### src/rtl/rst_cipher_pkg.sv
// Shared types, constants and table helpers for rst_cipher/rst_decipher.
// Optional macro RST_DECIPHER_CASE_FOLD_EN folds A-Z to a-z in norm().
package rst_cipher_pkg;

   localparam logic [7:0] CH_NUL = 8'h00;
   localparam logic [7:0] CH_0   = 8'h30;
   localparam logic [7:0] CH_9   = 8'h39;
   localparam logic [7:0] CH_UA  = 8'h41;
   localparam logic [7:0] CH_UZ  = 8'h5A;
   localparam logic [7:0] CH_LA  = 8'h61;
   localparam logic [7:0] CH_LZ  = 8'h7A;

   localparam int NKEY = 12;
   localparam int NHDR = 6;

   typedef logic [11:0][7:0] key_t;
   typedef logic [5:0][7:0]  hdr_t;

   typedef enum logic {
      ST_NO_KEY,
      ST_KEYED
   } state_t;

   // Header slot i (0 = header 1) takes key char k<MAP[i]>
   localparam logic [5:0][3:0] ROW_KIDX =
      {4'd6, 4'd4, 4'd8, 4'd2, 4'd10, 4'd0};
   localparam logic [5:0][3:0] COL_KIDX =
      {4'd7, 4'd5, 4'd9, 4'd3, 4'd11, 4'd1};

   function automatic logic is_alnum(input logic [7:0] ch);
      return (ch >= CH_0  && ch <= CH_9)  ||
             (ch >= CH_UA && ch <= CH_UZ) ||
             (ch >= CH_LA && ch <= CH_LZ);
   endfunction

   // Canonical form used for repeat checks and header matching
   function automatic logic [7:0] norm(input logic [7:0] ch);
`ifdef RST_DECIPHER_CASE_FOLD_EN
      if (ch >= CH_UA && ch <= CH_UZ)
         return ch + 8'd32;
      return ch;
`else
      return ch;
`endif
   endfunction

   // Body is a..z then 0..9, row-major, 0-based r/c
   function automatic logic [7:0] body_char(
      input logic [2:0] r,
      input logic [2:0] c
   );
      logic [7:0] n;
      n = 8'(r) * 8'd6 + 8'(c);
      if (n < 8'd26)
         return CH_LA + n;
      return CH_0 + (n - 8'd26);
   endfunction

endpackage

### src/rtl/rst_header_lookup.sv
// Six-entry header search: returns 0-based index and hit of query char.
// Ports: hdr (6 header chars), query (char), idx (3b), hit.
module rst_header_lookup
   import rst_cipher_pkg::*;
(
   input  hdr_t       hdr,
   input  logic [7:0] query,
   output logic [2:0] idx,
   output logic       hit
);

   always_comb begin
      idx = 3'd0;
      hit = 1'b0;
      // Descending scan so the lowest matching slot wins
      for (int i = NHDR - 1; i >= 0; i--) begin
         if (norm(hdr[i]) == norm(query)) begin
            idx = 3'(i);
            hit = 1'b1;
         end
      end
   end

endmodule

### src/rtl/rst_decipher.sv
// Rotating-header 6x6 decipher, one char per cycle, registered outputs.
// Ports: clk, rst_n, key_valid/key, ctxt_valid/ctxt_str -> ptxt_char,
//   ptxt_ready, err_invalid_key, err_key_not_installed, err_invalid_ctxt.
// Optional macro RST_DECIPHER_CASE_FOLD_EN (case-insensitive key/match).
module rst_decipher
   import rst_cipher_pkg::*;
(
   input  logic        clk,
   input  logic        rst_n,
   input  logic        key_valid,
   input  key_t        key,
   input  logic        ctxt_valid,
   input  logic [15:0] ctxt_str,
   output logic [7:0]  ptxt_char,
   output logic        ptxt_ready,
   output logic        err_invalid_key,
   output logic        err_key_not_installed,
   output logic        err_invalid_ctxt
);

   state_t     state_q, state_d;
   hdr_t       row_q, row_d;
   hdr_t       col_q, col_d;
   hdr_t       row_load, col_load;
   logic       key_ok;
   logic [2:0] r_idx, c_idx;
   logic       r_hit, c_hit;
   logic [7:0] char_d;
   logic       rdy_d, eik_d, eknk_d, eic_d;

   // Key char kN sits at key[11-N]
   always_comb begin
      row_load = '0;
      col_load = '0;
      for (int i = 0; i < NHDR; i++) begin
         row_load[i] = key[4'd11 - ROW_KIDX[i]];
         col_load[i] = key[4'd11 - COL_KIDX[i]];
      end
   end

   always_comb begin
      key_ok = 1'b1;
      for (int i = 0; i < NKEY; i++) begin
         if (!is_alnum(key[i]))
            key_ok = 1'b0;
         for (int j = i + 1; j < NKEY; j++) begin
            if (norm(key[i]) == norm(key[j]))
               key_ok = 1'b0;
         end
      end
   end

   rst_header_lookup u_row (
      .hdr   (row_q),
      .query (ctxt_str[15:8]),
      .idx   (r_idx),
      .hit   (r_hit)
   );

   rst_header_lookup u_col (
      .hdr   (col_q),
      .query (ctxt_str[7:0]),
      .idx   (c_idx),
      .hit   (c_hit)
   );

   always_ff @(posedge clk or negedge rst_n) begin
      if (!rst_n) begin
         state_q <= ST_NO_KEY;
         row_q   <= '0;
         col_q   <= '0;
      end else begin
         state_q <= state_d;
         row_q   <= row_d;
         col_q   <= col_d;
      end
   end

   always_comb begin
      state_d = state_q;
      row_d   = row_q;
      col_d   = col_q;
      char_d  = CH_NUL;
      rdy_d   = 1'b0;
      eik_d   = 1'b0;
      eknk_d  = 1'b0;
      eic_d   = 1'b0;
      if (key_valid) begin
         // Same-cycle ciphertext is silently dropped
         if (key_ok) begin
            state_d = ST_KEYED;
            row_d   = row_load;
            col_d   = col_load;
         end else begin
            state_d = ST_NO_KEY;
            eik_d   = 1'b1;
         end
      end else if (ctxt_valid) begin
         unique case (state_q)
            ST_NO_KEY: eknk_d = 1'b1;
            ST_KEYED: begin
               if (r_hit && c_hit) begin
                  char_d = body_char(r_idx, c_idx);
                  rdy_d  = 1'b1;
                  // Slot 6 wraps to slot 1, others shift up
                  row_d  = {row_q[4:0], row_q[5]};
                  col_d  = {col_q[4:0], col_q[5]};
               end else begin
                  eic_d = 1'b1;
               end
            end
            default: state_d = ST_NO_KEY;
         endcase
      end
   end

   always_ff @(posedge clk or negedge rst_n) begin
      if (!rst_n) begin
         ptxt_char             <= CH_NUL;
         ptxt_ready            <= 1'b0;
         err_invalid_key       <= 1'b0;
         err_key_not_installed <= 1'b0;
         err_invalid_ctxt      <= 1'b0;
      end else begin
         ptxt_char             <= char_d;
         ptxt_ready            <= rdy_d;
         err_invalid_key       <= eik_d;
         err_key_not_installed <= eknk_d;
         err_invalid_ctxt      <= eic_d;
      end
   end

endmodule

### config.mk
export PLATFORM = sky130hd
export DESIGN_NAME = rst_decipher
export DESIGN_NICKNAME = d
export VERILOG_FILES = /design/src/rtl/rst_cipher_pkg.sv /design/src/rtl/rst_header_lookup.sv /design/src/rtl/rst_decipher.sv
export SDC_FILE = /design/constraint.sdc
export NUM_CORES = 1
export LEC_CHECK = 0
export ABC_AREA = 0
export BUFFER_PORTS_ARGS = -buffer_cell sky130_fd_sc_hd__clkbuf_2
export CAP_MARGIN = 20
export CELL_PAD_IN_SITES_DETAIL_PLACEMENT = 1
export CELL_PAD_IN_SITES_GLOBAL_PLACEMENT = 1
export CORE_ASPECT_RATIO = 0.9
export CORE_MARGIN = 10
export CORE_UTILIZATION = 47
export DETAILED_ROUTE_END_ITERATION = 16
export MAX_ROUTING_LAYER = met4
export PLACE_DENSITY_LB_ADDON = 0.1
export RECOVER_POWER = 50
export SYNTH_ARGS = -nofsm -noshare
export SYNTH_HDL_FRONTEND = slang
export SYNTH_SLANG_ARGS = --single-unit
### constraint.sdc
create_clock -name clk -period 4.7 [get_ports clk]
set_input_delay 0.94 -clock clk [delete_from_list [all_inputs] [get_ports clk]]
set_output_delay 0.94 -clock clk [all_outputs]
set_load 0.02 [all_outputs]
==> flow_summary.json <==
{
  "synth.distinct_cells": 61,
  "synthSimpleGateAreaFrac_pct": 14.9,
  "drv_cap": 1,
  "critPathKind": "input port to register",
  "slew_headroom_pct": -91.8,
  "timing.reg2reg.setup_slack_ns": 0.67,
  "switchingPower_w": 0.00106,
  "cts-root-buf": "clkbuf_16",
  "initial_core_util_pct": 47.7,
  "regToRegEndpoint": "ptxt_char[3]",
  "synth_seq_cells": 109,
  "via_count": 13500,
  "vdd_drop_max_v": 0.000160,
  "synthArstFlopShare_pct": 100,
  "drc": 0,
  "synthMuxAreaShare_pct": 4.38,
  "p_seq_share_pct": 33.5,
  "post_route_cells_drive_above_1_share_pct": 19.2,
  "reg2reg_from": "col_q[5]",
  "start_kind": "input port",
  "fin_crit_ns": 4.35,
  "p_int_w": 0.00174,
  "avgSynthCellArea_um2": 8.19,
  "power_frac_comb_pct": 37.5,
  "cp_max_fo": 6,
  "insertion_delay_ns": 0.37,
  "min_from": "row_q[16]",
  "synth_top_family_by_area": "XOR/XNOR gates",
  "synth_area_mm2": 0.0138,
  "die-height_um": 182,
  "rr_worst_depth": 15,
  "tritoncts": "built",
  "grt_pass1_vias": 14000,
  "hold_end": "row_q[16]",
  "path_clk_slew_ns": 0.07,
  "placed_cells": 2093,
  "grt_usage_pct": 33.2,
  "via_per_inst": 6.39,
  "worst_pin_slew_ns": 2.88,
  "antenna_found_initial": 3,
  "whs_path_depth": 1,
  "die_area_mm2": 0.0365,
  "gr-usage-met1_pct": 41.2,
  "hold_viol": 0,
  "grt_max_degree": 73,
  "syn_nets": 1806,
  "finalClockSkew_ns": 0.0101,
  "end_kind": "register",
  "worstPathArrival_ns": 4.62,
  "yosys_most_used_dff": "dfrtp_1",
  "synth_compound_area_share_pct": 11.5,
  "portBuffers": 127,
  "core_mm2": 0.0289,
  "busiest_layer": "met2",
  "hpwl_um": 44600,
  "final_cell_mix": "452 x xor2_1, 180 x xnor2_1, 123 x clkbuf_2",
  "synthAdderAreaFrac_pct": 1.02,
  "dr.pass1.iters": 5,
  "gp_congestion": 1.08,
  "drt_iter0_markers": 1399,
  "dieWidth_um": 200,
  "cts_inserted_buffers": 9,
  "synth-edff-count": 0,
  "grt_pass1_wl_um": 90900,
  "cp.required_ns": 4.97,
  "min_path_type": "register to register",
  "wl_per_cell_um": 28.8,
  "io_pins": 128,
  "violations": "max-capacitance violations, max-slew violations",
  "slew_violations": 54,
  "layout_commonest_cell": "xor2_1",
  "wl_um": 60900,
  "leakage_nw": 6.46,
  "yosysSeqAreaShare_pct": 19.8,
  "rows": 59,
  "setup_viol": 0,
  "met2_usage_pct": 50.0,
  "synthCells": 1680,
  "ant_nets": 0,
  "synth_xor_area_share_pct": 40.2,
  "use_met3_pct": 7.90,
  "h-tree-depth": 3,
  "grt_overflow": 0,
  "yosys_warnings": 0,
  "utilization_pct": 52.7,
  "power_density_mw_per_mm2": 184,
  "final-instance-count-excl-fill": 2114,
  "area_delta_synth_final_pct": 10.5,
  "swShare_pct": 37.8,
  "p_clk_share_pct": 29.0,
  "cts_sinks": 109,
  "fin_crit_sh_pct": 92.6,
  "max_freq_mhz": 230,
  "clockBufferDepth": 2,
  "fin_nets": 1836,
  "status": "complete, but fails checks"
}
-- Yosys cell counts, drive strengths merged, types with 13 or more instances --
| cell | number | share of area (%) |
|---|---|---|
| a21oi | 46 | 1.7 |
| buf | 132 | 4.6 |
| clkbuf | 95 | 2.6 |
| dfrtp | 109 | 20 |
| inv | 34 | 0.93 |
| mux2 | 42 | 3.4 |
| mux2i | 13 | 0.95 |
| nand2 | 62 | 1.7 |
| nand3 | 18 | 0.65 |
| nand4 | 52 | 2.4 |
| nor2 | 105 | 2.9 |
| nor4 | 129 | 6.0 |
| o21a | 31 | 1.7 |
| o22a | 30 | 1.9 |
| o22ai | 53 | 2.4 |
| xnor2 | 180 | 11 |
| xor2 | 452 | 29 |
-- layer usage --
metal / vias up / routed length [um]
met5: - / 0
met2: 793 / 26800
met1: 6741 / 25000
li1: 5758 / -
met4: 0 / 3100
met3: 226 / 6030
-- critical path, cell delays in order --
cell	delay, ns
clkbuf_2	0.18
xor2_1	0.20
nor4_1	0.51
nand2_1	0.16
and2_1	0.22
nor2b_1	0.15
ha_1	0.20
inv_1	0.07
fa_1	0.43
ha_1	0.23
or2_2	0.31
o21ai_0	0.16
nand3_1	0.18
nor4bb_1	0.21
or3_1	0.32
a21oi_1	0.16
-- what timing repair did --
action | 4_1_cts | 5_1_grt
resized for setup | 0 | 14
endpoints found under the setup margin | 0 | 7
buffers inserted | 0 | 2
hold buffers | 0 | 0
-- flip-flops by register name, summed over array words and instances (netlist names) --
| register | count |
|---|---|
| col_q | 48 |
| err_invalid_ctxt | 1 |
| err_invalid_key | 1 |
| ptxt_ready | 1 |
| state_q | 1 |
| ptxt_char | 8 |
| err_key_not_installed | 1 |
| row_q | 48 |
-- power groups by stage --
stage | Clock, W | Sequential [W] | Combinational [W]
3_5_place_dp | 0 | 0.000957 | 0.00101
2_1_floorplan | 0 | 0.000958 | 0.000665
4_1_cts | 0.000832 | 0.000938 | 0.00101
6_report | 0.000812 | 0.000938 | 0.00105
3_3_place_gp | 0 | 0.000957 | 0.000980
5_1_grt | 0.000869 | 0.000939 | 0.00110
-- cells by family after synthesis --
logic type / count (synthesis)
XOR/XNOR: 632
AND/OR/NAND/NOR: 390
buffers and inverters: 261
AO/OA/AOI/OAI: 223
flip-flops: 109
multiplexers: 55
adder cells (fa/ha/maj): 10
-- final cells by class --
| type | instances | area (um^2) |
|---|---|---|
| Timing Repair Buffer | 246 | 1550 |
| Sequential cell | 109 | 2730 |
| Clock inverter | 6 | 70.1 |
| Antenna cell | 3 | 7.51 |
| Fill cell | 3457 | 13700 |
| Multi-Input combinational cell | 1310 | 9980 |
| Inverter | 34 | 128 |
| Clock buffer | 10 | 239 |
| Tap cell | 396 | 495 |
-- metrics by stage --
stage	area (um^2)	worst slack (ns)	total power, W	hold slack, ns	TNS, ns
2_1_floorplan	13800	0.210	0.00162	0.502	0
3_3_place_gp	14800	-0.0667	0.00194	0.527	-0.140
3_5_place_dp	14800	-0.198	0.00196	0.535	-0.841
4_1_cts	15100	0.194	0.00278	0.551	0
5_1_grt	15200	-0.0301	0.00291	0.570	-0.0301
6_report	15200	0.350	0.00280	0.550	0
-- worst max-delay path by stage --
stage,start,to,slack (ns),depth (start not counted)
4_1_cts,ctxt_str[14],ptxt_char[5],0.19,17
3_5_place_dp,ctxt_str[14],ptxt_char[5],-0.20,17
5_1_grt,ctxt_str[9],ptxt_char[5],-0.03,16
2_1_floorplan,ctxt_str[14],ptxt_char[5],0.21,15
6_report,ctxt_str[5],ptxt_char[3],0.35,16
3_3_place_gp,ctxt_str[14],ptxt_char[5],-0.07,17
Power figures use the tool's default switching activity.
